### config.mk
export PLATFORM = sky130hd
export DESIGN_NAME = data_path_regs
export DESIGN_NICKNAME = d
export VERILOG_FILES = /design/src/rtl/data_path_regs.sv
export SDC_FILE = /design/constraint.sdc
export NUM_CORES = 1
export LEC_CHECK = 0
export BUFFER_PORTS_ARGS = -buffer_cell sky130_fd_sc_hd__buf_2
export CORE_AREA = 4 4 59 61
export CTS_CLUSTER_SIZE = 30
export DETAILED_ROUTE_END_ITERATION = 8
export DIE_AREA = 0 0 63 65
export HOLD_SLACK_MARGIN = 0.03
export PLACE_DENSITY = 0.7
export SLEW_MARGIN = 20
export SYNTH_ARGS = -nofsm -noshare
export SYNTH_HDL_FRONTEND = slang
export SYNTH_SLANG_ARGS = --single-unit
### constraint.sdc
create_clock -name clk -period 4.46 [get_ports clk]
set_input_delay 0.892 -clock clk [delete_from_list [all_inputs] [get_ports clk]]
set_output_delay 0.892 -clock clk [all_outputs]
set_load 0.02 [all_outputs]
### src/rtl/data_path_regs.sv
// y/s data-path register pair with saturating or wrapping y counter and a sticky error flag.
// Optional feature: define DATA_PATH_WRAP_EN to make y wrap Y_MAX<->0 instead of saturating.
module data_path_regs #(
  parameter int Y_W      = 4,
  parameter int Y_MAX    = 9,
  parameter int S_W      = 3,
  parameter int S_MOD    = 3,
  parameter int S_PRESET = 6
) (
  input  logic           clk,
  input  logic           rst,
  input  logic           y_en,
  input  logic           y_store_x,
  input  logic [1:0]     y_select_next,
  input  logic [Y_W-1:0] x,
  input  logic           s_en,
  input  logic           s_zero,
  input  logic           s_add,
  input  logic [1:0]     s_step,
  output logic [Y_W-1:0] y,
  output logic [S_W-1:0] s,
  output logic           y_inc,
  output logic           y_wrap,
  output logic           err
);

  localparam logic [Y_W-1:0] Y_TOP   = Y_W'(Y_MAX);
  localparam logic [S_W-1:0] S_PRE   = S_W'(S_PRESET);
  localparam logic [S_W-1:0] S_LAST  = S_W'(S_MOD - 1);
  localparam logic [S_W+1:0] S_MOD_W = (S_W + 2)'(S_MOD);

  typedef struct packed {
    logic [S_W-1:0] val;
    logic           err;
  } s_upd_t;

  typedef struct packed {
    logic [Y_W-1:0] val;
    logic           wrap;
    logic           err;
  } y_upd_t;

  // Subtraction floors at zero; an underflowing request is reported as an error.
  function automatic s_upd_t s_next_f(
    input logic [S_W-1:0] cur,
    input logic           zero,
    input logic           add,
    input logic [1:0]     step
  );
    s_upd_t         r;
    logic [S_W+1:0] cur_w;
    logic [S_W+1:0] step_w;
    logic [S_W+1:0] sum;
    r.val  = cur;
    r.err  = 1'b0;
    cur_w  = {2'b00, cur};
    step_w = {{S_W{1'b0}}, step};
    sum    = cur_w + step_w;
    if (zero) begin
      r.val = S_PRE;
    end else if (add) begin
      r.val = S_W'(sum % S_MOD_W);
    end else if (step_w > cur_w) begin
      r.val = '0;
      r.err = 1'b1;
    end else begin
      r.val = S_W'(cur_w - step_w);
    end
    return r;
  endfunction

  // Out-of-range loads clamp to Y_MAX; end-of-range steps wrap or saturate by build option.
  function automatic y_upd_t y_next_f(
    input logic [Y_W-1:0] cur,
    input logic           store,
    input logic [1:0]     sel,
    input logic [Y_W-1:0] xin
  );
    y_upd_t r;
    r.val  = cur;
    r.wrap = 1'b0;
    r.err  = 1'b0;
    if (store) begin
      if (xin > Y_TOP) begin
        r.val = Y_TOP;
        r.err = 1'b1;
      end else begin
        r.val = xin;
      end
    end else begin
      case (sel)
        2'd1: begin
          if (cur >= Y_TOP) begin
`ifdef DATA_PATH_WRAP_EN
            r.val  = '0;
            r.wrap = 1'b1;
`else
            r.val  = Y_TOP;
            r.err  = 1'b1;
`endif
          end else begin
            r.val = cur + Y_W'(1);
          end
        end
        2'd2: begin
          if (cur == '0) begin
`ifdef DATA_PATH_WRAP_EN
            r.val  = Y_TOP;
            r.wrap = 1'b1;
`else
            r.val  = '0;
            r.err  = 1'b1;
`endif
          end else begin
            r.val = cur - Y_W'(1);
          end
        end
        2'd3:    r.val = '0;
        default: r.val = cur;
      endcase
    end
    return r;
  endfunction

  s_upd_t s_nxt_p0;
  y_upd_t y_nxt_p0;

  always_comb begin
    s_nxt_p0 = s_next_f(s, s_zero, s_add, s_step);
    y_nxt_p0 = y_next_f(y, y_store_x, y_select_next, x);
  end

  assign y_inc = (s == S_LAST);

  // Stage boundary: next-state values registered into the architectural outputs.
  always_ff @(posedge clk or negedge rst) begin
    if (!rst) begin
      y      <= '0;
      s      <= '0;
      y_wrap <= 1'b0;
      err    <= 1'b0;
    end else begin
      if (s_en) s <= s_nxt_p0.val;
      if (y_en) y <= y_nxt_p0.val;
      y_wrap <= y_en & y_nxt_p0.wrap;
      err    <= err | (s_en & s_nxt_p0.err) | (y_en & y_nxt_p0.err);
    end
  end

endmodule

Yosys cells after proc, flatten, opt, wreduce, memory -nomap -nowiden
Cells that the tools add are included.
W data, S select, Z words.
- flip-flop bits (word level): 8
- input bits: 15
- output and inout port bits: 10
- word-level logic and storage cells: 38
- add/subtract/negate cells: 4
- div/mod/pow operators: 1
- order comparisons: 3
- equality and inequality tests: 4
- mux-type cells: 16
- bitwise logic cells: 4
- reduce and logical (&&, ||, !) cells: 3
- operator list (operator ; count):
    $mux W4 ; 4
    $pmux W4 S3 ; 1
    $mux W3 ; 3
    $mux W1 ; 7
    $mod A5 B2 Y5 const B ; 1
    $add A3 B2 Y4 ; 1
    $add A4 B1 Y4 const B ; 1
    $eq A2 B2 Y1 const B ; 2
    $ge A4 B4 Y1 const B ; 1
    $gt A4 B4 Y1 const B ; 1
    $logic_not A4 Y1 ; 1
    $reduce_bool A4 Y1 ; 1
    $sub A4 B1 Y4 const B ; 1
    $eq A3 B2 Y1 const B ; 1
    $gt A2 B3 Y1 ; 1
    $sub A3 B2 Y3 ; 1
    $and A1 B1 Y1 ; 2
    $eq A2 B1 Y1 const B ; 1
    $or A1 B1 Y1 ; 2
    $pmux W1 S2 ; 1
    $reduce_and A2 Y1 ; 1

Depth between registers and ports, before layout
Gate-level depths: netlist of run 1.
- depth after elaboration: 7
- gate-level depth with buffers: 15
- depth with buffers taken out: 15

Worst setup path after synthesis of run 1
OpenSTA, ideal clock, no wires.
- kind: input-to-reg
- start point: input port s_step[0]
- end point: register s[0]
- setup time: 0.131 ns
- arrival time: 3.756 ns
- required time: 4.329 ns
- path slack: 0.573 ns
- stages on the path: 15
- path buffers: 0
- cells stage by stage: ha_1 > fa_1 > or2b_1 > nand2_1 > ha_1 > nor2b_1 > a211oi_1 > nor2_1 > ha_1 > a21oi_1 > a32oi_1 > a21o_1 > a21o_1 > a311oi_1 > o22ai_1
- word-level cells in the longest chain between the ends: 4
- elaborated cells between the ends (all ways): 7
- classes of those cells: add/sub (2); div (1); order compare (1); mux (3)
- RTL lines (element ; RTL line ; RTL):
    from (decl) ; 19 ; input logic [1:0] s_step,
    $add A3 B2 Y4 (tied with other cells) ; 58 ; sum = cur_w + step_w;
    $mod A5 B2 Y5 or $mux W3 (tied branches) ; 62, 63 ;
    $mux W3 (*) ; 61 ; end else if (add) begin
    $mux W3 (*) ; 59 ; if (zero) begin
    to (signal assigned) ; 143 ; if (s_en) s <= s_nxt_p0.val;
    to (decl) ; 21 ; output logic [S_W-1:0] s,
Mark *: on every way between the ends. The rest lies on a longest branch, timed or not.
A chain may end at the register's enable or synchronous reset.

Final worst setup path of run 1
Ends and elaborated chain as after synthesis.

==> impl_metrics.tcl, run 1 <==
set metrics [dict create \
    post-dp-hpwl_um 2320 \
    status "finished clean" \
    period_share_pct 92.8 \
    skew_ns 0.00180 \
    r2r_slack_ns 0.64 \
    worst_ep_arrival_time_ns 4.31 \
    slew_violations 0 \
    synth_edf_count 0 \
    worst_pin_slew_ns 0.489 \
    final_area_um2 1310 \
    wirelength_um 2830 \
    crit_fanout 8 \
    vias 1174 \
    yosysWarnings 0 \
    port_buffers 23 \
    netlist_area_um2 1150 \
    critical_path.max_stage_delay_ns 0.49 \
    clock_latency_ns 0.26 \
    synth_common_cells "nand2_1, ha_1, inv_1" \
    cellLeakagePower_nw 0.608 \
    grt_pass1_wl_um 4810 \
    grt_pass1_vias 1138 \
    synth.avg_cell_area_um2 7.94 \
    worst-path-buf-inv 1 \
    track_usage_pct 14.4 \
    synthCells 145 \
    critPathSlowestCell "fa_1" \
    n_antenna_cell 0 \
    ant_nets 0 \
    post_cts_resized 0 \
    grt_max_degree 14 \
    die_h_um 65 \
    crit_top_cell "ha_1" \
    rsz0062_at_grt "no" \
    setup_viol 0 \
    area_growth_pct 13.9 \
    place.gp.congestion 0.889 \
    nFillCells 293 \
    overflow 0 \
    postCtsSetupBuffers 0 \
    timing.critical_path.to_type "flip-flop" \
    hold_viol 0 \
    register_area_um2 200 \
    clk_pin_slew_ns 0.05 \
    drc 0 \
    hold_buffers 0 \
    tns_ns 0 \
    dr.first_iter.drc_count 38 \
    antenna_found_initial 0 \
    yosysMostFrequentCell "nand2_1" \
    start_util_pct 38.7 \
    core_area_um2 2980 \
    cts_buffers 3 \
    powerDensity_nw_per_um2 636 \
    die_x_um 63 \
    drive_above_1_share_pct 17.3 \
    crit_type "input pin to flip-flop" \
    synth_area_leaders "dfrtp_1, ha_1, nand2_1, inv_1, o21ai_0" \
    place_area_um2 1290 \
    cts_root_buf "clkbuf_4" \
    cts.sinks 8 \
    path_cells "buf_2, ha_1, fa_1, or2b_1, nand2_1, ha_1, nor2b_1, a211oi_1, nor2_1, ha_1, a21oi_1, a32oi_1, a21o_1, a2111oi_0, a311oi_1, o22ai_1" \
    cts_tree "yes" \
    clockBufferDepth 2 \
    max_freq_mhz 242 \
    synth-seq-cells 8 \
    first_pass_iters 4 \
    num_rows 20 \
    path_delay_family "compound AO/OA/AOI/OAI gates" \
    critPathLaunchType "input pin" \
    num_io_pins 25 \
    async_reset_ff_share_pct 100 \
    slew_headroom_pct 67.1 \
    peakVddDrop_uv 379 \
    vias_per_cell 5.84 \
    synth_cell_types 45 \
    wl_per_cell_um 14.1 \
    period_minus_slack_ns 4.14 \
    cts.htree.levels 1 \
    multi_input_area_um2 880 \
    hold_class "input pin to async pin" \
    yosys_most_used_dff "dfrtp_1" \
    synthesis.nets 176 \
    synth_seq_area_share_pct 17.4 \
    hold_ws_ns 0.462 \
    final_net_count 201 \
    synth_top_cell_area_share_pct 17.4 \
    maxCapViolCount 0 \
    cp.required_ns 4.63 \
    dieArea_um2 4100 \
    yosysTopAreaCell "dfrtp_1" \
    p_total_mw 0.834 \
]
-- per-layer routing --
| metal | routed length [µm] | vias up | GRT usage, % |
|---|---|---|---|
| met5 | 0 | - | 0 |
| met4 | 14 | 0 | 4.13 |
| met3 | 117 | 2 | 3.47 |
| met2 | 1460 | 25 | 26.1 |
| met1 | 1240 | 562 | 16.7 |
| li1 | - | 585 | - |
-- layout make-up --
class                      instances  area share (%)
multi-input combinational        120            67.1
sequential                         8            15.3
timing repair buffer              23            8.78
inverter                          14            4.01
tap                               33            3.15
clock buffer                       3            1.72
-- report_power, final --
| part | total (mW) | internal, mW | switching, mW |
|---|---|---|---|
| clock | 0.0558 | 0.0308 | 0.0250 |
| sequential | 0.134 | 0.0921 | 0.0416 |
| combinational | 0.644 | 0.282 | 0.362 |
-- worst reg2reg max path, delay by kind of cell, from the launching register on --
kind / cells / cell delay (ns)
fa+ha+maj: 4 / 1.30
flops: 1 / 0.42
compound gates: 7 / 1.43
simple gates: 4 / 0.59
-- registers in the layout, indices dropped and copies added (netlist names) --
signal / flops
err: 1
s: 3
y: 4
-- cells by family (layout without fill, tap and decap cells) --
logic type	after synthesis	count (layout)	synth area share [%]
and+or+nand+nor	46	46	21.2
adders and majority gates	16	16	18.7
DFF	8	8	17.4
xor gates and xnor gates	1	1	0.761
AOI/OAI and AO/OA	56	56	35.4
buffers and inverters	17	40	6.19
other	1	1	0.326
-- cell usage in the layout (no fill, tap or decap), drive strengths merged, types with 3 or more instances in the layout --
cell / n
a311oi: 3
a21o: 3
o21ai: 11
a31oi: 3
a32oi: 3
nor2b: 4
buf: 23
dfrtp: 8
nand2: 15
o21a: 3
or3: 3
nand2b: 4
clkbuf: 3
a21oi: 7
inv: 14
nor2: 9
ha: 14
o221ai: 3
-- path summary, 6_finish.rpt --
| kind | cells past startpoint | to | startpoint |
|---|---|---|---|
| min in group clk | 1 | err$_DFF_PN0_ | err$_DFF_PN0_ |
| worst max-delay path | 16 | s[0]$_DFFE_PN0P_ | s_step[0] |
| worst min-delay path | 1 | s[2]$_DFFE_PN0P_ | rst |
| worst min register to register | 1 | err$_DFF_PN0_ | err$_DFF_PN0_ |
| max in group asynchronous | 1 | y[0]$_DFFE_PN0P_ | rst |
| worst max register to register | 15 | s[0]$_DFFE_PN0P_ | s[0]$_DFFE_PN0P_ |
-- through the flow --
stage                     std cells  util (%)  setup slack (ns)
after floorplan                 145         -             0.573
after global placement          198      43.3             0.270
after detailed placement        198      43.3            0.0494
after CTS                       201      44.0             0.359
after global routing            201      44.0            0.0573
final                           201      44.0             0.323
Power figures use the tool's default switching activity.
==> run 2: changes to the inputs <==
--- a/config.mk
+++ b/config.mk
@@ -5,7 +5,7 @@
 export SDC_FILE = /design/constraint.sdc
 export NUM_CORES = 1
 export LEC_CHECK = 0
-export BUFFER_PORTS_ARGS = -buffer_cell sky130_fd_sc_hd__buf_2
+export BUFFER_PORTS_ARGS = -buffer_cell sky130_fd_sc_hd__buf_4
 export CORE_AREA = 4 4 59 61
 export CTS_CLUSTER_SIZE = 30
 export DETAILED_ROUTE_END_ITERATION = 8
==> impl_metrics.tcl, run 2 (synthesis results as in run 1) <==
set metrics [dict create \
    status "finished clean" \
    track_usage_pct 14.0 \
    powerDensity_nw_per_um2 615 \
    die_x_um 63 \
    drc 0 \
    num_rows 20 \
    wl_per_cell_um 13.7 \
    critPathLaunchType "input pin" \
    tns_ns 0 \
    top_regs "y: 4 flops, s: 3 flops, err: 1 flops" \
    start_util_pct 38.7 \
    dr.first_iter.drc_count 51 \
    overflow 0 \
    num_io_pins 25 \
    crit_fanout 8 \
    cts_buffers 3 \
    reg2reg_depth 15 \
    slew_violations 0 \
    drive_above_1_share_pct 17.3 \
    clockBufferDepth 2 \
    worst_pin_slew_ns 0.571 \
    setup_viol 0 \
    slew_headroom_pct 61.6 \
    wirelength_um 2750 \
    area_growth_pct 18.9 \
    nFillCells 300 \
    port_buffers 23 \
    core_area_um2 2980 \
    ant_nets 0 \
    post_cts_resized 0 \
    cts_root_buf "clkbuf_4" \
    crit_type "input pin to flip-flop" \
    cts.sinks 8 \
    vias_per_cell 5.81 \
    period_share_pct 93.7 \
    grt_pass1_vias 1130 \
    cp.required_ns 4.58 \
    grt_max_degree 14 \
    max_freq_mhz 239 \
    post-dp-hpwl_um 2290 \
    skew_ns 0.00330 \
    antenna_found_initial 0 \
    hold_buffers 0 \
    die_h_um 65 \
    worst_ep_arrival_time_ns 4.30 \
    final_net_count 201 \
    final_cell_mix "buf_4, nand2_1, inv_1, ha_1, o21ai_0" \
    maxCapViolCount 0 \
    rsz0062_at_grt "no" \
    postCtsSetupBuffers 0 \
    timing.critical_path.to_type "flip-flop" \
    dp_cells 198 \
    largest_reg_flops 4 \
    place.gp.congestion 0.886 \
    vias 1168 \
    dieArea_um2 4100 \
    grt_pass1_wl_um 4800 \
    cellLeakagePower_nw 0.627 \
    hold_viol 0 \
    n_antenna_cell 0 \
    peakVddDrop_uv 355 \
    cts.htree.levels 1 \
    clk_pin_slew_ns 0.05 \
    final_common_cell "buf_4" \
    regMostFlops "y" \
    period_minus_slack_ns 4.18 \
    cts_tree "yes" \
    first_pass_iters 4 \
    clock_latency_ns 0.25 \
    hold_class "input pin to async pin" \
    stdcell_count 201 \
]
==> run 2: cell count changes in the layout (fill, tap and decap cells not counted) <==
cell	previous run	this run
buf_4	0	23
buf_2	23	0
==> run 2: layout make-up <==
| cell class | count | area [µm²] | share of cell area (%) |
|---|---|---|---|
| multi-input cells | 120 | 880 | 64.3 |
| clock buffers | 3 | 22.5 | 1.65 |
| repair buffers | 23 | 173 | 12.6 |
| well taps | 33 | 41.3 | 3.02 |
| flip-flops and latches | 8 | 200 | 14.6 |
| inverters | 14 | 52.6 | 3.84 |
==> run 2: final timing paths <==
kind | end | from | slack, ns
max in group asynchronous | y[0]$_DFFE_PN0P_ | rst | 3.88
hold / removal | s[2]$_DFFE_PN0P_ | rst | 0.45
hold reg to reg | err$_DFF_PN0_ | err$_DFF_PN0_ | 0.51
setup reg to reg | s[0]$_DFFE_PN0P_ | s[0]$_DFFE_PN0P_ | 0.62
setup / recovery | s[0]$_DFFE_PN0P_ | s_step[0] | 0.28
min in group clk | err$_DFF_PN0_ | err$_DFF_PN0_ | 0.51
==> run 2: metrics by stage <==
step	utilization [%]	instance area [µm²]	hold WS, ns	setup slack (ns)	power, mW
6_report	46.0	1370	0.451	0.283	0.842
3_5_place_dp	45.2	1350	0.472	0.0488	0.785
5_1_grt	46.0	1370	0.436	0.0125	0.931
3_3_place_gp	45.2	1350	0.471	0.142	0.778
4_1_cts	46.0	1370	0.448	0.306	0.841
2_1_floorplan	-	1150	0.596	0.573	0.630
==> run 2: power by group <==
| part | leakage [nW] | switching (mW) | internal, mW |
|---|---|---|---|
| combinational | 0.521 | 0.357 | 0.298 |
| clock | 0.0138 | 0.0220 | 0.0306 |
| sequential | 0.0924 | 0.0417 | 0.0921 |
| total | 0.627 | 0.421 | 0.421 |
==> run 2: critical path, stage by stage <==
cell and delay [ns]:
buf_4 0.11, ha_1 0.22, fa_1 0.47, or2b_1 0.23
nand2_1 0.09, ha_1 0.28, nor2b_1 0.18, a211oi_1 0.30
nor2_1 0.09, ha_1 0.31, a21oi_1 0.13, a32oi_1 0.16
a21o_1 0.23, a21o_1 0.20, a311oi_1 0.30, o22ai_1 0.11
==> run 2: per-layer routing <==
layer,routed length [µm],track usage [%],part of all wire (%),vias to the layer above
met4,15,3.03,0.55,0
met2,1310,23.7,47,34
met3,163,3.12,5.9,2
met1,1270,18.0,46,539
met5,0,0,0,-
li1,-,-,-,593
==> run 3: changes to the inputs <==
--- a/config.mk
+++ b/config.mk
@@ -12,6 +12,7 @@
 export DIE_AREA = 0 0 63 65
 export HOLD_SLACK_MARGIN = 0.03
 export PLACE_DENSITY = 0.7
+export RECOVER_POWER = 100
 export SLEW_MARGIN = 20
 export SYNTH_ARGS = -nofsm -noshare
 export SYNTH_HDL_FRONTEND = slang
==> impl_metrics.tcl, run 3 (synthesis results as in run 1) <==
set metrics [dict create \
    cp.required_ns 4.58 \
    path_cells "clkbuf_1, ha_1, fa_1, or2b_1, nand2_1, ha_1, nor2b_1, a211oi_1, nor2_1, ha_1, a21oi_1, a32oi_1, a21o_1, a21o_1, a311oi_1, o22ai_1" \
    area_growth_pct 15.0 \
    antenna_found_initial 0 \
    dieArea_um2 4100 \
    wl_per_cell_um 13.8 \
    crit_type "input pin to flip-flop" \
    wirelength_um 2780 \
    status "finished clean" \
    critPathLaunchType "input pin" \
    first_pass_iters 4 \
    postCtsSetupBuffers 0 \
    critPathLaunch "s_step[0]" \
    cts.sinks 8 \
    drive_above_1_share_pct 10.1 \
    place.gp.congestion 0.886 \
    port_buffers 23 \
    hold_viol 0 \
    reg2reg_to "s[0]$_DFFE_PN0P_" \
    place_area_um2 1350 \
    ant_nets 0 \
    period_minus_slack_ns 4.22 \
    switching_share_pct 51.3 \
    cts.htree.levels 1 \
    clockPowerShare_pct 6.4 \
    clk_pin_slew_ns 0.05 \
    cts_tree "yes" \
    hold_class "flip-flop to flip-flop" \
    maxCapViolCount 0 \
    cellLeakagePower_nw 0.583 \
    post-place-ws_ns 0.0488 \
    start_util_pct 38.7 \
    critical_path.max_stage_delay_ns 0.47 \
    dp_cells 198 \
    grt_pass1_vias 1130 \
    timing.critical_path.to_type "flip-flop" \
    powerDensity_nw_per_um2 622 \
    grt_max_degree 14 \
    cp_num_cells 16 \
    p_int_mw 0.401 \
    cts_buffers 3 \
    power_frac_comb_pct 77.4 \
    critPathSlowestCell "fa_1" \
    overflow 0 \
    nFillCells 316 \
    num_rows 20 \
    path_delay_family "compound AO/OA/AOI/OAI gates" \
    final_area_um2 1320 \
    cp-endpoint "s[0]$_DFFE_PN0P_" \
    fin_ws_ns 0.243 \
    setup_viol 0 \
    final_net_count 201 \
    p_total_mw 0.824 \
    final_common_cell "nand2_1" \
    fin_util_pct 44.5 \
    grt_pass1_wl_um 4800 \
    track_usage_pct 14.0 \
    hold_buffers 0 \
    tns_ns 0 \
    clockBufferDepth 2 \
    vias 1172 \
    core_area_um2 2980 \
    largest_reg_flops 4 \
    worst_pin_slew_ns 0.574 \
    peakVddDrop_uv 329 \
    regMostFlops "y" \
    die_x_um 63 \
    post_cts_resized 0 \
    worst_ep_arrival_time_ns 4.33 \
    post-dp-hpwl_um 2290 \
    die_h_um 65 \
    skew_ns 0.00270 \
    pwr-share-seq_pct 16.2 \
    final_cell_mix "nand2_1, inv_1, ha_1, clkbuf_1, buf_4" \
    rsz0062_at_grt "no" \
    reg2reg_depth 15 \
    clock_latency_ns 0.25 \
    top_regs "y: 4 flops, s: 3 flops, err: 1 flops" \
    cts_root_buf "clkbuf_4" \
    worst-path-buf-inv 1 \
    num_io_pins 25 \
    crit_fanout 8 \
    p_sw_mw 0.423 \
    r2r_slack_ns 0.57 \
    vias_per_cell 5.83 \
    stdcell_count 201 \
    n_antenna_cell 0 \
    drc 0 \
    slew_violations 0 \
    slew_headroom_pct 61.4 \
    dr.first_iter.drc_count 70 \
    max_freq_mhz 237 \
    r2r_start "s[0]$_DFFE_PN0P_" \
    period_share_pct 94.5 \
    hold_ws_ns 0.500 \
    crit_top_cell "ha_1" \
]
run 3: changes by cell type in the layout (fill, tap and decap cells not counted):
cell / previous run / this run
buf_4: 23 / 11
clkbuf_1: 0 / 12
run 3: metal layers:
metal  share of wire [%]  global-route usage [%]
met5                   0                       0
met4                0.54                    3.03
met3                 5.6                    3.12
met2                  47                    23.7
met1                  47                    18.0
run 3: cell type report:
class | count | area (µm²) | area share [%]
multi-input combinational | 120 | 880 | 66.4
tap | 33 | 41.3 | 3.12
clock buffer | 3 | 22.5 | 1.70
inverter | 14 | 52.6 | 3.97
sequential | 8 | 200 | 15.1
timing repair buffer | 23 | 128 | 9.64
run 3: worst min-delay path by stage:
stage	start	to	slack, ns	cells after the start
6_report	err$_DFF_PN0_	err$_DFF_PN0_	0.50	1
3_3_place_gp	err$_DFF_PN0_	err$_DFF_PN0_	0.47	1
4_1_cts	rst	s[2]$_DFFE_PN0P_	0.45	1
3_5_place_dp	err$_DFF_PN0_	err$_DFF_PN0_	0.47	1
5_1_grt	err$_DFF_PN0_	err$_DFF_PN0_	0.52	1
2_1_floorplan	rst	err$_DFF_PN0_	0.60	0
run 3: power groups by stage:
stage / Combinational (mW) / Sequential (mW) / Clock (mW)
floorplan: 0.489 / 0.141 / 0
global placement: 0.643 / 0.135 / 0
detailed placement: 0.649 / 0.135 / 0
CTS: 0.653 / 0.134 / 0.0545
global route: 0.711 / 0.140 / 0.0596
finish: 0.637 / 0.134 / 0.0525
run 3: worst register-to-register path: stages, from the launching register on:
cell and delay, ns:
dfrtp_1 0.41, ha_1 0.23, fa_1 0.47, or2b_1 0.23, nand2_1 0.09, ha_1 0.28
nor2b_1 0.18, a211oi_1 0.30, nor2_1 0.09, ha_1 0.31, a21oi_1 0.13, a32oi_1 0.16
a21o_1 0.23, a21o_1 0.20, a311oi_1 0.33, o22ai_1 0.12
